==> src/rtl/demux16_collector.sv <==
// demux16_collector: routes one serial bit per cycle into the addressed lane of a
// frame register and offers the completed frame on a valid/ready handshake.
module demux16_collector #(
  parameter  int SEL_W = 4,
  localparam int LANES = 2**SEL_W
) (
  input  logic             clk,
  input  logic             rst_n,
  input  logic             din,
  input  logic [SEL_W-1:0] sel,
  input  logic             wr_en,
  input  logic             clear,
  output logic [LANES-1:0] frame,
  output logic             frame_valid,
  input  logic             frame_ready,
  output logic [LANES-1:0] seen,
  output logic [SEL_W:0]   count,
  output logic             overrun
);

  typedef enum logic [0:0] {
    ST_COLLECT = 1'b0,
    ST_HOLD    = 1'b1
  } state_t;

  localparam logic [SEL_W:0] COUNT_ONE  = (SEL_W+1)'(1);
  localparam logic [SEL_W:0] COUNT_LAST = (SEL_W+1)'(LANES - 1);

  state_t             state_r;
  logic [LANES-1:0]   frame_r;
  logic [LANES-1:0]   seen_r;
  logic [SEL_W:0]     count_r;
  logic               overrun_r;

  assign frame       = frame_r;
  assign seen        = seen_r;
  assign count       = count_r;
  assign overrun     = overrun_r;
  assign frame_valid = (state_r == ST_HOLD);

  // Collect/hold state machine; clear outranks both writes and the handshake.
  always_ff @(posedge clk or negedge rst_n) begin
    if (!rst_n) begin
      state_r   <= ST_COLLECT;
      frame_r   <= '0;
      seen_r    <= '0;
      count_r   <= '0;
      overrun_r <= 1'b0;
    end else if (clear) begin
      state_r   <= ST_COLLECT;
      seen_r    <= '0;
      count_r   <= '0;
      overrun_r <= 1'b0;
    end else begin
      case (state_r)
        ST_COLLECT: begin
          if (wr_en) begin
            frame_r[sel] <= din;
            seen_r[sel]  <= 1'b1;
            // Only a first write to a lane advances the count; the last new lane completes the frame.
            if (!seen_r[sel]) begin
              count_r <= count_r + COUNT_ONE;
              if (count_r == COUNT_LAST) begin
                state_r <= ST_HOLD;
              end
            end
          end
        end
        ST_HOLD: begin
          if (wr_en) begin
            overrun_r <= 1'b1;
          end
          if (frame_ready) begin
            state_r <= ST_COLLECT;
            seen_r  <= '0;
            count_r <= '0;
          end
        end
        default: begin
          state_r <= ST_COLLECT;
          seen_r  <= '0;
          count_r <= '0;
        end
      endcase
    end
  end

endmodule

==> config.mk <==
export PLATFORM = sky130hd
export DESIGN_NAME = demux16_collector
export DESIGN_NICKNAME = d
export VERILOG_FILES = /design/src/rtl/demux16_collector.sv
export SDC_FILE = /design/constraint.sdc
export NUM_CORES = 1
export LEC_CHECK = 0
export CORE_MARGIN = 1
export CORE_UTILIZATION = 44
export CTS_CLUSTER_SIZE = 10
export DETAILED_ROUTE_END_ITERATION = 12
export GPL_ROUTABILITY_DRIVEN = 0
export PLACE_DENSITY_LB_ADDON = 0.1
export SYNTH_ARGS = -nofsm -noshare
export SYNTH_HDL_FRONTEND = slang
export SYNTH_SLANG_ARGS = --single-unit
==> constraint.sdc <==
create_clock -name clk -period 1.72 [get_ports clk]
set_input_delay 0.344 -clock clk [delete_from_list [all_inputs] [get_ports clk]]
set_output_delay 0.344 -clock clk [all_outputs]
set_load 0.01 [all_outputs]
Word-level counts from Yosys, hierarchy flattened:

Index checks and enable logic that the tools add are counted.

* word-level logic and storage cells: 45
* register bits after elaboration: 39

* eq/ne operators: 4
* reductions and logical operators: 7
* $add $sub $neg: 1
* mux-type cells: 23
* bitwise logic cells: 3
* magnitude comparators: 2

Operators with widths (count)
* 16-bit 2-to-1 mux: 3
* 16-bit one-hot mux with 2 select lines: 1
* 5-bit 2-to-1 mux: 4
* 16-bit bitwise mux: 1
* 16-bit OR: 1
* 1-bit 2-to-1 mux: 10
* 5-bit one-hot mux with 2 select lines: 1
* 3-bit != test, second input constant: 3
* 3-bit AND reduction: 2
* 5-bit by 1-bit adder with 5-bit output, second input constant: 1
* 5-bit by 4-bit equality test with 1-bit output, second input constant: 1
* 4-bit by 5-bit < comparator with 1-bit output, second input constant: 1
* 1-bit binary-select mux with 4-bit select: 1
* 1-bit demux with 4-bit select: 1
* 4-bit by 1-bit greater-or-equal comparator with 1-bit output, second input constant: 1
* 2-bit AND reduction: 2
* 2-bit nonzero test: 2
* 1-bit NOT: 2
* 1-bit one-hot mux with 2 select lines: 1
* 1-bit logical AND: 1

Longest topological paths before layout:

Gate-level depths: netlist of run 1.

* depth in word-level cells: 8
* mapped depth: 6

Worst setup path after synthesis of run 1:

Ideal clock, no wire load.

* path type: reg-to-reg
* from: register state_r (netlist: frame_valid)
* to: register frame_r[1] (netlist: frame[1])
* setup time: 0.127 ns
* clock period less this slack: 1.732 ns
* setup slack: -0.012 ns
* arrival time: 1.604 ns
* required time: 1.593 ns
* cell stages (with the launch flop): 6
* cells stage by stage: dfrtp_1 -> or3b_1 -> buf_2 -> nor3b_2 -> nand2_1 -> mux2_1

* cells in the longest elaborated chain, start to end: 2

RTL lines
* start, declared: RTL line 29 `state_t state_r;`
* start signal, assigned: RTL line 44 `state_r <= ST_COLLECT;`
* start signal, assigned: RTL line 50 `state_r <= ST_COLLECT;`
* start signal, assigned: RTL line 64 `state_r <= ST_HOLD;`
* 1-bit NOT (no source line)
* 3-bit AND reduction (no source line)
* end signal, assigned by index: RTL line 58 `frame_r[sel] <= din;`
* end, declared: RTL line 30 `logic [LANES-1:0] frame_r;`

No other way between the ends.
A chain may end at the register's enable or synchronous reset.

Worst setup path after layout of run 1:

* from: register seen_r[14] (netlist: seen[14])
* to: register count_r[3] (netlist: count[3])

* cells in the longest elaborated chain, start to end: 4

RTL lines
* start, declared: RTL line 31 `logic [LANES-1:0] seen_r;`
* start signal, assigned: RTL line 46 `seen_r <= '0;`
* start signal, assigned: RTL line 51 `seen_r <= '0;`
* start signal, assigned by index: RTL line 59 `seen_r[sel] <= 1'b1;`
* 1-bit binary-select mux with 4-bit select: RTL line 61 `if (!seen_r[sel]) begin`
* 1-bit 2-to-1 mux (not written as such): RTL line 61
* 3-bit != test (no source line)
* 3-bit AND reduction (no source line)
* end signal, assigned: RTL line 62 `count_r <= count_r + COUNT_ONE;`
* end, declared: RTL line 32 `logic [SEL_W:0] count_r;`

No other way between the ends. The select of a mux whose other input is x is not followed.

==> metrics.md, run 1 <==
| Metric | Value |
|---|---|
| Worst r2r dst | count[3] |
| CTS root buf | clkbuf_8 |
| Core Rows | 24 |
| Die ar. | ~4900 sq um |
| WP data required | 1.88 ns |
| GRT Util Overall | 0.2323 |
| Register area share after synthesis | 0.4812 |
| Io pins | 49 |
| # port buffers | 48 |
| Drt initial violations | 168 |
| Starting density of the core | 0.4626 |
| CTS tree | done |
| Mapped Area | approximately 2000 sq um |
| Yosys cell types | 36 |
| Worst slack, placed | -0.5907 ns |
| Largest net degree at the start of global routing | 22 |
| DRC viols | 0 |
| Total of max-cap violations | 0 |
| Setup Skew | around 0.003 ns |
| Vias per cell | 5.747 |
| Worst VDD drop | approximately 0.53 mV |
| Cell count after synthesis | approximately 190 |
| Most frequent cells in the layout | clkdlybuf4s50_1, dfrtp_1, nor2_1, nand2_1, buf_4 |
| Die Y-Extent | approximately 70 um |
| Hpwl dp | roughly 3.8 mm |
| Seq pwr share | 0.482 |
| Register bit total from synthesis | 39 |
| Slew headroom | 0.6592 |
| Wire per inst | around 18 um |
| Highest clock rate | 594.0 MHz |
| Post-detailed-route count of antenna-violating nets | 0 |
| Most common cell after layout, fill and taps aside | clkdlybuf4s50_1 |
| CORE AREA | roughly 4400 sq um |
| Skew-Pair Late Insertion Delay | 0.29 ns |
| Max Buffers Root-to-Sink | 2 |
| Clock transition at path regs | roughly 0.080 ns |
| Fraction of layout cells with a size suffix above 1 | 0.2619 |
| Switch share | 0.2793 |
| Startpoint types | flop |
| NumNets Final | 263 |
| CP Capture Type | flop |
| Total Power | around 2.2 mW |
| Hold-fix buffers, CTS | 0 |
| Synth Net Count | ~200 |
| R2r startpoint | seen[14] |
| Vias in the first global route | about 1900 |
| Comb pwr share | 0.239 |
| Vias | 1747 |
| RSZ-0062 raised after global routing | yes |
| Ant diodes | 0 |
| R2R cell count | 4 |
| TritonRoute pass-1 iters | 4 |
| Initial antenna violation count | 0 |
| Final hold vios | 0 |
| Syn avg cell area | ~11 sq um |
| # fillers | between 300 and 400 |
| Min-Delay Path Class | input pin to asynchronous set/reset pin |
| CTS buffer count | 5 |
| Slew at the pin closest to its max-slew limit | 0.5099 ns |
| Clock share of power | 0.279 |
| CP max FO | 4 |
| Final clock period utilization by the worst path | 0.9788 |
| Setup WS post-layout | between 0.03 and 0.04 ns |
| GR Overflow Total | 0 |
| Drt total wl | roughly 5.4 mm |
| Internal power | approximately 1.6 mW |
| Synth Area in Compound Gates | 0.1006 |
| Post-synthesis mux area share | 0.1888 |
| LEAKAGE | about 1.3 nW |
| Largest family of logic cells by synthesized area | multiplexers |
| Post-Synth Simple-Gate Area | 0.1764 |
| Slew Viols, Final | 0 |
| Final min period | roughly 1.7 ns |
| Pwr/cell area | 757.5 nW/um^2 |
| CP Data Arrival Time | around 1.9 ns |
| Setup violators final | 0 |
| Clock Sinks | 39 |
| Warnings, synthesis | 0 |
| Area delta synth->final | 43.31% |
| H-tree Lvls | 2 |
| Synthesized-area fraction occupied by adder cells | 0.01234 |
| Global-route wire length before repair | around 9 mm |
| Reg-to-reg setup timing slack | between 0.03 and 0.04 ns |
| Synth Area in XOR/XNOR | 0 |
| Run status | finished, final reports clean |
| Sw Pwr | around 0.61 mW |
| Chip width | 69.90 um |
| Critical path class | flop to flop |
[cell families (layout without fill, tap and decap cells)]
family | Yosys count | count (layout)
flops | 39 | 39
fa+ha+maj | 2 | 2
simple gates | 66 | 66
buf+inv | 15 | 81
compound gates | 32 | 32
mux | 32 | 32
[power by group through the flow]
stage / combinational, mW / sequential, mW / clock, mW
final: 0.526 / 1.06 / 0.615
after detailed placement: 0.490 / 1.08 / 0
after floorplan: 0.162 / 1.11 / 0
after CTS: 0.513 / 1.06 / 0.634
after global placement: 0.480 / 1.07 / 0
after global routing: 0.559 / 1.07 / 0.669
[how the worst max path moves through the flow]
stage | from | to | slack [ns] | cells after the start
6_report | seen[14] | count[3] | 0.04 | 4
5_1_grt | frame_valid | frame_valid | -0.02 | 2
4_1_cts | seen[7] | count[4] | 0.03 | 4
3_5_place_dp | sel[0] | count[4] | -0.59 | 6
3_3_place_gp | sel[0] | count[4] | -0.54 | 6
2_1_floorplan | frame_valid | frame[1] | 0.008 | 5
[layer usage]
| layer | global-route usage | share of wire | vias up |
|---|---|---|---|
| met5 | 0 | 0 | - |
| met4 | 0.08667 | 0.016 | 0 |
| met3 | 0.04473 | 0.038 | 10 |
| met2 | 0.4006 | 0.50 | 52 |
| met1 | 0.2883 | 0.44 | 884 |
| li1 | - | - | 801 |
[registers in the layout (all words and copies together) (netlist names)]
| name | count |
|---|---|
| frame_valid | 1 |
| count | 5 |
| seen | 16 |
| overrun | 1 |
| frame | 16 |
[stage by stage]
step | hold WS [ns] | instance area, sq um | utilization | setup TNS [ns] | std cells
2_1_floorplan | 0.04841 | 2028 | - | 0 | 186
3_3_place_gp | 0.3108 | 2673 | 0.6096 | -15.08 | 294
3_5_place_dp | 0.3273 | 2673 | 0.6096 | -16.52 | 294
4_1_cts | 0.01110 | 2848 | 0.6495 | 0 | 304
5_1_grt | 0.02748 | 2907 | 0.6630 | -0.04547 | 304
6_report | 0.001866 | 2907 | 0.6630 | 0 | 304
[Yosys cell counts]
master      n  area share
nor3_2      1      0.0049
mux2i_1     9       0.044
buf_2       2      0.0049
and2_1      1      0.0031
and4b_1     2      0.0099
o22ai_1     1      0.0031
and3_1      1      0.0031
a22oi_1     2      0.0074
nor4bb_1    1      0.0049
a21oi_1    18       0.044
nor3b_2     2       0.012
a2bb2oi_1   1      0.0043
o221a_1     1      0.0056
nor2_1     21       0.039
clkbuf_1    8       0.015
nor4b_1     3       0.013
o2bb2ai_1   4       0.017
a21o_1      3       0.011
mux2_1      9       0.050
or3_1       1      0.0031
nand2_1    19       0.035
or3b_1      1      0.0043
o211ai_1    2      0.0074
nor3b_1     2      0.0074
buf_6       1      0.0056
mux4_2      3       0.033
buf_12      1      0.0099
ha_1        2       0.012
inv_1       3      0.0056
nand3_1     1      0.0025
nor4_1      1      0.0031
and4bb_2    1      0.0062
dfrtp_1    39        0.48
nand4_1     5       0.015
nor2b_1     3      0.0093
mux2_2     11       0.061
[layout make-up]
| cell class | instances | area [sq um] | area share |
|---|---|---|---|
| Timing Repair Buffer | 70 | 681.9 | 0.2346 |
| Clock buffer | 5 | 68.82 | 0.02368 |
| Multi-Input combinational cell | 132 | 1082 | 0.3724 |
| Inverter | 3 | 11.26 | 0.003874 |
| Sequential cell | 39 | 977.2 | 0.3362 |
| Tap cell | 52 | 65.06 | 0.02238 |
| Clock inverter | 3 | 20.02 | 0.006888 |
[critical path: stages, from the launching register on]
cell       delay [ns]
dfrtp_1          0.42
mux2_2           0.29
mux4_2           0.55
o2bb2ai_1        0.17
o211ai_1         0.12
[repair_timing]
item,4_1_cts,5_1_grt
gates resized for setup,18,9
setup endpoints to repair,34,10
pin swaps,5,3
cloned,1,0
setup buffers,1,0
Note: power is estimated with default switching activity, not from simulation.
==> inputs of run 2 (changes only) <==
PLACE_DENSITY = 0.75   (was not set)
PLACE_DENSITY_LB_ADDON = not set   (was 0.1)
==> run 2 against run 1 <==
Effect of this change:
- clock skew up 0.00054 ns
- register-to-register slack better by 0.02 ns
- clock power up 20%
- die area unchanged
- non-clock buffer count up 1
- highest routed layer unchanged
- final cell count unchanged
==> metrics.md, run 2 (synthesis gave the netlist of run 1 again) <==
| Metric | Value |
|---|---|
| Run status | finished, final reports clean |
| Seq pwr share | 0.460 |
| Clock Sinks | 39 |
| Worst slack, placed | -0.6089 ns |
| Chip width | around 70 um |
| Total of max-cap violations | 0 |
| CP max FO | 4 |
| CP Data Arrival Time | 1.82 ns |
| Slew headroom | 0.6713 |
| Clock share of power | 0.321 |
| Most frequent cells in the layout | clkdlybuf4s50_1, dfrtp_1, buf_4, nor2_1 |
| GR Overflow Total | 0 |
| CTS root buf | clkbuf_8 |
| Min-Delay Path Class | input pin to asynchronous set/reset pin |
| Worst VDD drop | roughly 0.74 mV |
| Post-detailed-route count of antenna-violating nets | 0 |
| NumNets Final | ~260 |
| Startpoint types | flop |
| Die ar. | approximately 4900 sq um |
| Setup Skew | 0.003538 ns |
| WP data required | 1.88 ns |
| H-tree Lvls | 2 |
| Register area | between 900 and 1000 sq um |
| Vias in the first global route | ~1700 |
| Vias per cell | roughly 5.6 |
| Drt initial violations | between 90 and 100 |
| Post-Route Hold Slack | roughly 0.098 ns |
| Area of the multi-input gates | a little over 1000 sq um |
| Setup WS post-layout | between 0.05 and 0.06 ns |
| Final min period | about 1.7 ns |
| Skew-Pair Late Insertion Delay | 0.29 ns |
| Core Rows | 24 |
| Setup_tns | 0 ns |
| Drt total wl | 5.039 mm |
| R2r startpoint | seen[15] |
| Global-route wire length before repair | 8.273 mm |
| Slew Viols, Final | 0 |
| Wire per inst | about 17 um |
| Final Instance Area | approximately 2800 sq um |
| Die Y-Extent | between 60 and 70 um |
| Fraction of layout cells with a size suffix above 1 | 0.2460 |
| Placed cell areas | ~2700 sq um |
| Sw Pwr | 0.5847 mW |
| LEAKAGE | between 1 and 1.5 nW |
| Initial antenna violation count | 0 |
| Slew at the pin closest to its max-slew limit | about 0.49 ns |
| Most common cell after layout, fill and taps aside | clkdlybuf4s50_1 |
| CTS tree | done |
| TritonRoute pass-1 iters | 4 |
| Starting density of the core | 0.4626 |
| Worst r2r dst | count[2] |
| Comb pwr share | 0.220 |
| Final clock period utilization by the worst path | 0.9675 |
| Highest clock rate | around 600 MHz |
| Area delta synth->final | 39.79% |
| Hpwl dp | about 3.5 mm |
| Vias | 1693 |
| Final Util | 0.6467 |
| Max Buffers Root-to-Sink | 2 |
| Critical path class | flop to flop |
| Switch share | 0.2538 |
| Ant diodes | 0 |
| CORE AREA | ~4400 sq um |
| Largest net degree at the start of global routing | 40 |
| Reg-to-reg setup timing slack | about 0.056 ns |
| Internal power | ~1.7 mW |
| CP Capture Type | flop |
| DRC viols | 0 |
| # port buffers | 48 |
| Pwr/cell area | between 800 and 900 nW/um^2 |
| CTS buffer count | 5 |
| Io pins | slightly below 50 |
| Clock transition at path regs | around 0.070 ns |
| GRT Util Overall | 0.2168 |
| R2R cell count | 4 |
| RSZ-0062 raised after global routing | yes |
| Final hold vios | 0 |
| # fillers | 353 |
| Setup violators final | 0 |
| Post-CTS Setup Repair Bufs | 0 |
## run 2: how the worst max path moves through the flow
stage                      startpoint  endpoint  slack [ns]  cells past startpoint
after floorplan           frame_valid  frame[1]       0.008                      5
after global placement         sel[0]  count[1]       -0.52                      6
after detailed placement       sel[0]  count[1]       -0.61                      6
after CTS                      sel[0]  count[1]       -0.04                      6
after global routing          seen[6]  count[2]       -0.02                      4
final                        seen[15]  count[2]        0.06                      4
## run 2: repair_timing
action                                  CTS  global route
gates resized for setup                   8            13
endpoints found under the setup margin   18            13
pin swaps                                 2             4
hold buffers                              0             0
## run 2: power by group through the flow
stage / combinational [mW] / clock, mW / sequential, mW
floorplan: 0.162 / 0 / 1.11
global placement: 0.477 / 0 / 1.07
detailed placement: 0.486 / 0 / 1.08
CTS: 0.493 / 0.754 / 1.06
global route: 0.543 / 0.796 / 1.07
finish: 0.507 / 0.738 / 1.06
## run 2: layer usage
layer	track usage	up-vias	share of wire
met5	0	-	0
met4	0.09556	0	0.0099
met3	0.03608	4	0.055
met2	0.3494	57	0.51
met1	0.2887	831	0.43
li1	-	801	-
## run 2: worst max-delay path, stage by stage, from the launching register on
cell and delay (ns):
dfrtp_1 0.42, mux2_2 0.27, mux4_2 0.55, o2bb2ai_2 0.16, o211ai_1 0.12
## run 2: area by class of cell
| class | instances | area share |
|---|---|---|
| Multi-Input combinational cell | 132 | 0.3645 |
| Clock buffer | 5 | 0.02427 |
| Sequential cell | 39 | 0.3447 |
| Timing Repair Buffer | 71 | 0.2264 |
| Tap cell | 52 | 0.02295 |
| Inverter | 3 | 0.003972 |
| Clock inverter | 2 | 0.01324 |
## run 2: metrics by stage
stage | instances | power, mW
after global routing | 304 | 2.411
after global placement | 297 | 1.551
after floorplan | 186 | 1.272
final | 304 | 2.303
after CTS | 304 | 2.305
after detailed placement | 297 | 1.561
==> inputs of run 3 (changes only) <==
CORE_MARGIN = 5   (was 1)
==> run 3 against run 2 <==
Effect of this change:
- core utilization is 0.30 points lower
- count of clock-buffer cells in the layout unchanged
- sequential share of layout area down 0.076 points
- die area is 24% higher
- worst setup slack better by 0.013 ns
- combinational power is 2% lower
- sequential power about the same
- sequential cell count stayed put
- fmax is 0.79% higher
==> metrics.md, run 3 (synthesis gave the netlist of run 1 again) <==
| Metric | Value |
|---|---|
| Sw Pwr | between 0.5 and 0.6 mW |
| Comb pwr share | 0.217 |
| Area delta synth->final | 40.10% |
| H-tree Lvls | 2 |
| Seq pwr share | 0.460 |
| Initial antenna violation count | 0 |
| Final Instance Area | approximately 2800 sq um |
| Final hold vios | 0 |
| NumNets Final | ~270 |
| CORE AREA | between 4000 and 5000 sq um |
| LEAKAGE | about 1.3 nW |
| Largest net degree at the start of global routing | 40 |
| Setup Skew | 0.004511 ns |
| R2r startpoint | seen[5] |
| TritonRoute pass-1 iters | 4 |
| Worst slack, placed | -0.6169 ns |
| Vias in the first global route | ~1700 |
| Critical path startpoint | seen[7] |
| Highest clock rate | 605.6 MHz |
| Post-detailed-route count of antenna-violating nets | 0 |
| RSZ-0062 raised after global routing | no |
| Total Power | between 2 and 2.5 mW |
| Worst VDD drop | between 0.5 and 0.6 mV |
| Reg-to-reg setup timing slack | about 0.08 ns |
| R2R cell count | 4 |
| CTS buffer count | 5 |
| Most frequent cells in the layout | clkdlybuf4s50_1, dfrtp_1, buf_4, nor2_1, nand2_1 |
| Chip width | 77.90 um |
| Max Buffers Root-to-Sink | 2 |
| Hpwl dp | 3.686 mm |
| Min-Delay Path Class | input pin to asynchronous set/reset pin |
| Slew at the pin closest to its max-slew limit | 0.4855 ns |
| Final min period | ~1.7 ns |
| Die ar. | about 6100 sq um |
| Placed cell areas | ~2700 sq um |
| Drt initial violations | between 100 and 150 |
| Clock Sinks | 39 |
| WP data required | 1.38 ns |
| Critical path class | flop to output pin |
| Run status | finished, final reports clean |
| Internal power | roughly 1.7 mW |
| Fraction of layout cells with a size suffix above 1 | 0.2314 |
| CP Capture Type | output pin |
| Core Rows | 24 |
| Vias | between 1500 and 2000 |
| Placed cells | roughly 300 |
| Starting density of the core | 0.4595 |
| Ant diodes | 0 |
| Drt total wl | 4.973 mm |
| Layout Cells excl Fill | approximately 310 |
| CP max FO | 3 |
| Switch share | 0.2537 |
| Worst r2r dst | count[4] |
| Total of max-cap violations | 0 |
| GR Overflow Total | 0 |
| DRC viols | 0 |
| Setup WS post-layout | 0.06881 ns |
| Most common cell after layout, fill and taps aside | clkdlybuf4s50_1 |
| Global-route wire length before repair | between 8 and 9 mm |
| CTS tree | done |
| Skew-Pair Late Insertion Delay | just under 0.3 ns |
| Clock transition at path regs | 0.08 ns |
| # port buffers | 48 |
| Slew headroom | 0.6753 |
| GRT Util Overall | 0.1726 |
| CTS root buf | clkbuf_8 |
| Io pins | 49 |
| Vias per cell | about 5.5 |
| Slew Viols, Final | 0 |
| Clock share of power | 0.324 |
| Final clock period utilization by the worst path | 0.9600 |
| Setup violators final | 0 |
| Wire per inst | between 15 and 20 um |
| CP Capture Point | seen[7] |
| CP Data Arrival Time | 1.31 ns |
| Pwr/cell area | about 810 nW/um^2 |
| Die Y-Extent | about 80 um |
| Startpoint types | flop |
run 3: cell count changes in the layout (fill, tap and decap cells not counted), sizes merged:
cell           before  now
clkdlybuf4s50      42   41
buf                24   27
dlymetal6s2s        1    2
run 3: stage by stage:
stage	utilization	TNS (ns)	hold WS [ns]
after floorplan	-	0	0.04841
after global placement	0.6111	-11.37	0.3254
after detailed placement	0.6111	-12.71	0.3270
after CTS	0.6380	0	0.01746
after global routing	0.6437	0	0.02853
final	0.6437	0	0.007861
run 3: cell type report:
type                    instances  area (sq um)
clock buffers                   5         68.82
clock inverters                 2         37.54
fillers                       370          1573
inverters                       3         11.26
multi-input cells             132         998.5
flip-flops and latches         39         977.2
well taps                      52         65.06
repair buffers                 74         683.2
run 3: layer usage:
layer  up-vias  part of all wire  track usage
met2        47              0.49       0.2705
met4         0             0.011      0.05068
met5         -                 0            0
met3         6             0.050      0.04051
li1        813                 -            -
met1       837              0.45       0.2384
run 3: worst min path at each step:
stage / from / to / slack (ns) / depth (start not counted)
floorplan: rst_n / count[0] / 0.05 / 0
global placement: rst_n / overrun / 0.33 / 2
detailed placement: rst_n / frame[14] / 0.33 / 2
CTS: rst_n / count[4] / 0.02 / 2
global route: rst_n / overrun / 0.03 / 2
finish: rst_n / frame_valid / 0.008 / 2
run 3: power groups by stage:
stage	combinational (mW)	clock, mW	sequential [mW]
6_report	0.498	0.743	1.06
5_1_grt	0.536	0.792	1.07
4_1_cts	0.501	0.761	1.06
3_5_place_dp	0.494	0	1.07
3_3_place_gp	0.485	0	1.07
2_1_floorplan	0.162	0	1.11
run 3: timing repair:
| item | in CTS | in global routing |
|---|---|---|
| pin swaps | 2 | 3 |
| resized for setup | 9 | 7 |
| endpoints found under the setup margin | 18 | 8 |
| setup buffers | 0 | 1 |
| hold buffers | 0 | 0 |
run 3: critical path, stage by stage (launching register included):
cell             delay [ns]
dfrtp_1                0.37
buf_4                  0.12
clkdlybuf4s50_1        0.52
